File: config.mk
export PLATFORM = sky130hd
export DESIGN_NAME = compress1_pack
export DESIGN_NICKNAME = d
export VERILOG_FILES = /design/src/rtl/compress1_pack.sv
export SDC_FILE = /design/constraint.sdc
export NUM_CORES = 1
export LEC_CHECK = 0
export ABC_AREA = 1
export CORE_MARGIN = 2
export CORE_UTILIZATION = 57
export CTS_CLUSTER_DIAMETER = 200
export DETAILED_ROUTE_END_ITERATION = 8
export PLACE_DENSITY = 0.87
export SYNTH_ARGS = -nofsm -noshare
export SYNTH_HDL_FRONTEND = slang
export SYNTH_SLANG_ARGS = --single-unit
File: constraint.sdc
create_clock -name clk -period 5.15 [get_ports clk]
set_clock_uncertainty 0.15 [all_clocks]
set_input_delay 1.03 -clock clk [delete_from_list [all_inputs] [get_ports clk]]
set_output_delay 1.03 -clock clk [all_outputs]
set_load 0.005 [all_outputs]
File: src/rtl/compress1_pack.sv
// Kyber Compress_q(x,1) with message-byte packing.
// Two coefficients per transfer, one packed byte per four transfers.
module compress1_pack #(
   parameter int unsigned Q      = 3329,
   parameter int unsigned LO     = 833,
   parameter int unsigned HI     = 2496,
   parameter int unsigned NBYTES = 32
) (
   input  logic        clk,
   input  logic        reset,
   input  logic        set,
   input  logic        readin,
   input  logic [15:0] comp_din_1,
   input  logic [15:0] comp_din_2,
   input  logic [7:0]  in_index,
   input  logic        readout,
   output logic        readin_ok,
   output logic [7:0]  comp_dout,
   output logic [7:0]  out_index,
   output logic        readout_ok,
   output logic        done
);

   typedef enum logic [1:0] {IDLE, RUN, HOLD, FIN} state_t;

   state_t      state_q, state_d;
   logic [7:0]  acc_q, acc_d;
   logic [5:0]  pidx_q, pidx_d;
   logic [7:0]  dout_q, dout_d;
   logic [7:0]  oidx_q, oidx_d;
   logic        rok_q, rok_d;
   logic        done_q, done_d;

   logic [1:0]  pair;
   logic [2:0]  sh;
   logic [7:0]  mask;
   logic [7:0]  merged;
   logic        xfer;
   logic        drain;
   logic        complete;
   logic        last;

   function automatic logic comp1(input logic [15:0] x);
      logic [15:0] xr;
      xr = (x >= 16'(Q)) ? x - 16'(Q) : x;
      return (xr >= 16'(LO)) && (xr <= 16'(HI));
   endfunction

   assign readin_ok  = (state_q == RUN);
   assign comp_dout  = dout_q;
   assign out_index  = oidx_q;
   assign readout_ok = rok_q;
   assign done       = done_q;

   always_comb begin
      pair     = {comp1(comp_din_2), comp1(comp_din_1)};
      sh       = {in_index[1:0], 1'b0};
      mask     = 8'h03 << sh;
      merged   = (acc_q & ~mask) | ({6'b0, pair} << sh);
      xfer     = readin && readin_ok;
      drain    = readout && rok_q;
      complete = xfer && (in_index[1:0] == 2'd3);
      last     = (oidx_q == 8'(NBYTES - 1));

      state_d = state_q;
      acc_d   = acc_q;
      pidx_d  = pidx_q;
      dout_d  = dout_q;
      oidx_d  = oidx_q;
      rok_d   = rok_q;
      done_d  = 1'b0;

      if (!set) begin
         state_d = IDLE;
         acc_d   = 8'h00;
         rok_d   = 1'b0;
      end else begin
         unique case (state_q)
            IDLE: state_d = RUN;
            RUN: begin
               if (drain) rok_d = 1'b0;
               if (complete) begin
                  // Output register free or freeing now: load without a bubble.
                  if (!rok_q || drain) begin
                     dout_d = merged;
                     oidx_d = {2'b00, in_index[7:2]};
                     rok_d  = 1'b1;
                     acc_d  = 8'h00;
                  end else begin
                     acc_d   = merged;
                     pidx_d  = in_index[7:2];
                     state_d = HOLD;
                  end
               end else begin
                  if (xfer) acc_d = merged;
                  if (drain && last) begin
                     state_d = FIN;
                     done_d  = 1'b1;
                  end
               end
            end
            HOLD: begin
               // The accumulator keeps the finished byte until the slot drains.
               if (drain) begin
                  dout_d  = acc_q;
                  oidx_d  = {2'b00, pidx_q};
                  acc_d   = 8'h00;
                  state_d = RUN;
               end
            end
            FIN: state_d = IDLE;
            default: state_d = IDLE;
         endcase
      end
   end

   always_ff @(posedge clk or negedge reset) begin
      if (!reset) begin
         state_q <= IDLE;
         acc_q   <= 8'h00;
         pidx_q  <= 6'd0;
         dout_q  <= 8'h00;
         oidx_q  <= 8'h00;
         rok_q   <= 1'b0;
         done_q  <= 1'b0;
      end else begin
         state_q <= state_d;
         acc_q   <= acc_d;
         pidx_q  <= pidx_d;
         dout_q  <= dout_d;
         oidx_q  <= oidx_d;
         rok_q   <= rok_d;
         done_q  <= done_d;
      end
   end

endmodule

==> out/results.ini <==
[yosys]
syn_area_sq_mm=0.003173
synthCells=532
synth_seq_cells=32
yosys.area.top_type=dfrtp_1
synthFlopType=dfrtp_1
synth_common_cells=154 x nand2_1, 82 x nor2_1, 74 x inv_1
yosys-top-cells-area=dfrtp_1 25%, nand2_1 18%, nor2_1 9.7%, inv_1 8.8%, nand3_1 5.7%
synth_warnings=0
syn_area_per_cell_sq_um=5.964
synth_cell_types=36
synth_edf_count=0
synthArstFlopShare=1.000
synth_top_area_share=0.2524
yosysMostFrequentCell=nand2_1
synth_seq_area_share=0.2524

[power_and_ir_drop]
power_leakage_nw=1.975
power-per-cell-area_mw_per_mm2=292.3
ir_drop_mv=0.2213
total_power_mw=1.155

[setup_path]
cp-start-kind=input pin
path_class=in -> reg
crit_arrival_ns=3.89
crit_top_cell=nand2_1
r2r_slack_ns=2.66
slowest_delay_ns=0.44
path_buf_inv=2
required_ns=5.20
reg2reg_depth=9
r2r_end=comp_dout[0]
worst_path_max_delay_cell=clkdlybuf4s50_1
critPathTopFamily=simple AND/OR/NAND/NOR gates
crit_chain=clkdlybuf4s50_1 > inv_1 > ha_1 > nand2_1 > nor2_1 > nand2_1 > nand2_1 > nand3_2 > o21ai_0 > nand2_1 > nand2_1 > nand2_1 > a21oi_1 > nand2_1 > nand2_1 > nand2_1 > a21oi_1
end_kind=flip-flop
timing.rr.start=state_q[0]
cp_max_fo=23

[cts]
cts-hold-fix-buffers=0
clock-root-buffer=clkbuf_8
cts_buffers=5
htreeDepth=2
tritoncts=done
insertion_delay_ns=0.28
cts_setup_buffers=0
clk_pin_slew_ns=0.06
cts_resized=0
cts.path.max_buffers=2
clkSinkCount=32

[drt]
post_drt_wl_per_cell_microns=11.60
drc_errors=0
vias_per_cell=5.288
firstDrtPassIters=8
drt-initial-drc-count=211
ant_nets=0
routed_wl_mm=7.736
vias=3527

[die]
row_count=27
ios=64
die_w_microns=78.61
die-area_sq_mm=0.006180
core_sq_mm=0.005439
die_h_microns=78.61
initial_utilization=0.5834

[sta]
fmax_ghz=0.2607
final_critical_path_setup_slack_ns=1.314
relSlewSlack=0.5083
fin_tns_setup_ns=0
finalCritPeriodShare=0.7448
finalSetupViolCount=0
worst_pin_slew_ns=0.7367
finalCriticalPeriod_ns=3.836
final_hold_viol_count=0
slew_viol_final=0
rsz0062_at_grt=false

[run]
max_cap_viol_count=0

[cells_and_area]
diodes=0
drive_gt1_frac=0.07395
design_area_sq_mm=0.003953
final_cells=667
area_growth_pct=24.57
fin_nets=643

[place]
dp_hpwl_mm=6.155
io_buffers=61
placed_area_sq_mm=0.003841
gp_congestion=0.9365
dp_slack_ns=1.051
placed_cells=659

[grt]
grt_pass1_wl_mm=13.64
antenna_found_initial=0
grt_pass1_vias=3273
grt.total_usage=0.2644
grt_max_degree=33
overflow=0

[status]
status=completed

[hold_path]
min_path_cells=1
min_path_type=reg -> reg
holdPathEnd=pidx_q[5]
min_from=pidx_q[5]

==> flip-flops by register name, indices dropped and copies added, names as in the netlist <==
register / count
state_q: 2
comp_dout: 8
acc_q: 8
pidx_q: 6
readout_ok: 1
done: 1
out_index: 6
==> worst max-delay path by stage <==
stage,from,end,cells past startpoint
floorplan,comp_din_2[1],acc_q[3],18
global placement,comp_din_2[0],acc_q[7],18
detailed placement,comp_din_2[0],comp_dout[7],17
CTS,comp_din_2[0],comp_dout[7],17
global route,comp_din_2[0],comp_dout[7],18
finish,comp_din_2[0],comp_dout[7],17
==> power by group <==
part,internal [mW],switching (mW)
registers,0.336,0.0572
logic,0.246,0.277
clock network,0.143,0.0963
==> worst register-to-register path: cells and delay by family (launching register included) <==
family | cells | cell delay [ns]
flops | 1 | 0.38
buf+inv | 4 | 1.13
compound gates | 2 | 0.27
simple gates | 3 | 0.44
==> layout by cell type, fill, tap and decap left out, types with 2 or more instances in the layout <==
master,Yosys,routed
nand3_2,2,2
inv_2,4,4
nor2_4,2,2
buf_4,4,2
nand2_1,154,154
clkdlybuf4s50_1,0,61
conb_1,1,2
nand2_4,3,3
o21ai_1,12,12
nor2_2,6,6
nor3_1,6,5
inv_1,74,74
nand2_2,7,7
mux2_2,3,3
a21oi_2,2,2
dfrtp_1,32,32
nor3_2,1,2
a21oi_1,28,28
nor2_1,82,82
ha_1,4,4
nand4_1,20,20
o211ai_1,3,3
a21boi_0,2,2
clkbuf_8,0,5
xor2_1,11,11
a31oi_1,3,3
nand3_1,36,36
o21ai_0,17,17
==> through the flow <==
stage          utilization  hold WS (ns)
6_report            0.7267        0.3562
5_1_grt             0.7267        0.3888
4_1_cts             0.7267        0.3569
3_5_place_dp        0.7062        0.3424
3_3_place_gp        0.7062        0.3365
2_1_floorplan            -        0.3254
==> routing by layer <==
| metal | up-vias | track usage | wire length [microns] |
|---|---|---|---|
| met5 | - | 0 | 0 |
| met4 | 0 | 0.05614 | 97 |
| met3 | 10 | 0.05057 | 387 |
| met2 | 94 | 0.4419 | 3613 |
| met1 | 1602 | 0.3557 | 3638 |
| li1 | 1821 | - | - |
==> kinds of logic after synthesis <==
| logic type | after synthesis | share of synthesized area |
|---|---|---|
| AO/OA/AOI/OAI | 70 | 0.1230 |
| multiplexers | 3 | 0.01065 |
| other | 1 | 0.001182 |
| AND/OR/NAND/NOR | 323 | 0.4539 |
| XOR/XNOR | 12 | 0.03312 |
| buffers and inverters | 87 | 0.1100 |
| adder cells (fa/ha/maj) | 4 | 0.01577 |
| flip-flops | 32 | 0.2524 |
==> cell type report <==
type                    count  area (sq um)
multi-input cells         414          2032
fillers                   472          1486
flip-flops and latches     32         800.8
repair buffers             63         625.6
inverters                  78         292.8
well taps                  72         90.09
clock buffers               5         68.82
clock inverters             3         42.54
(Power assumes the default switching activity.)
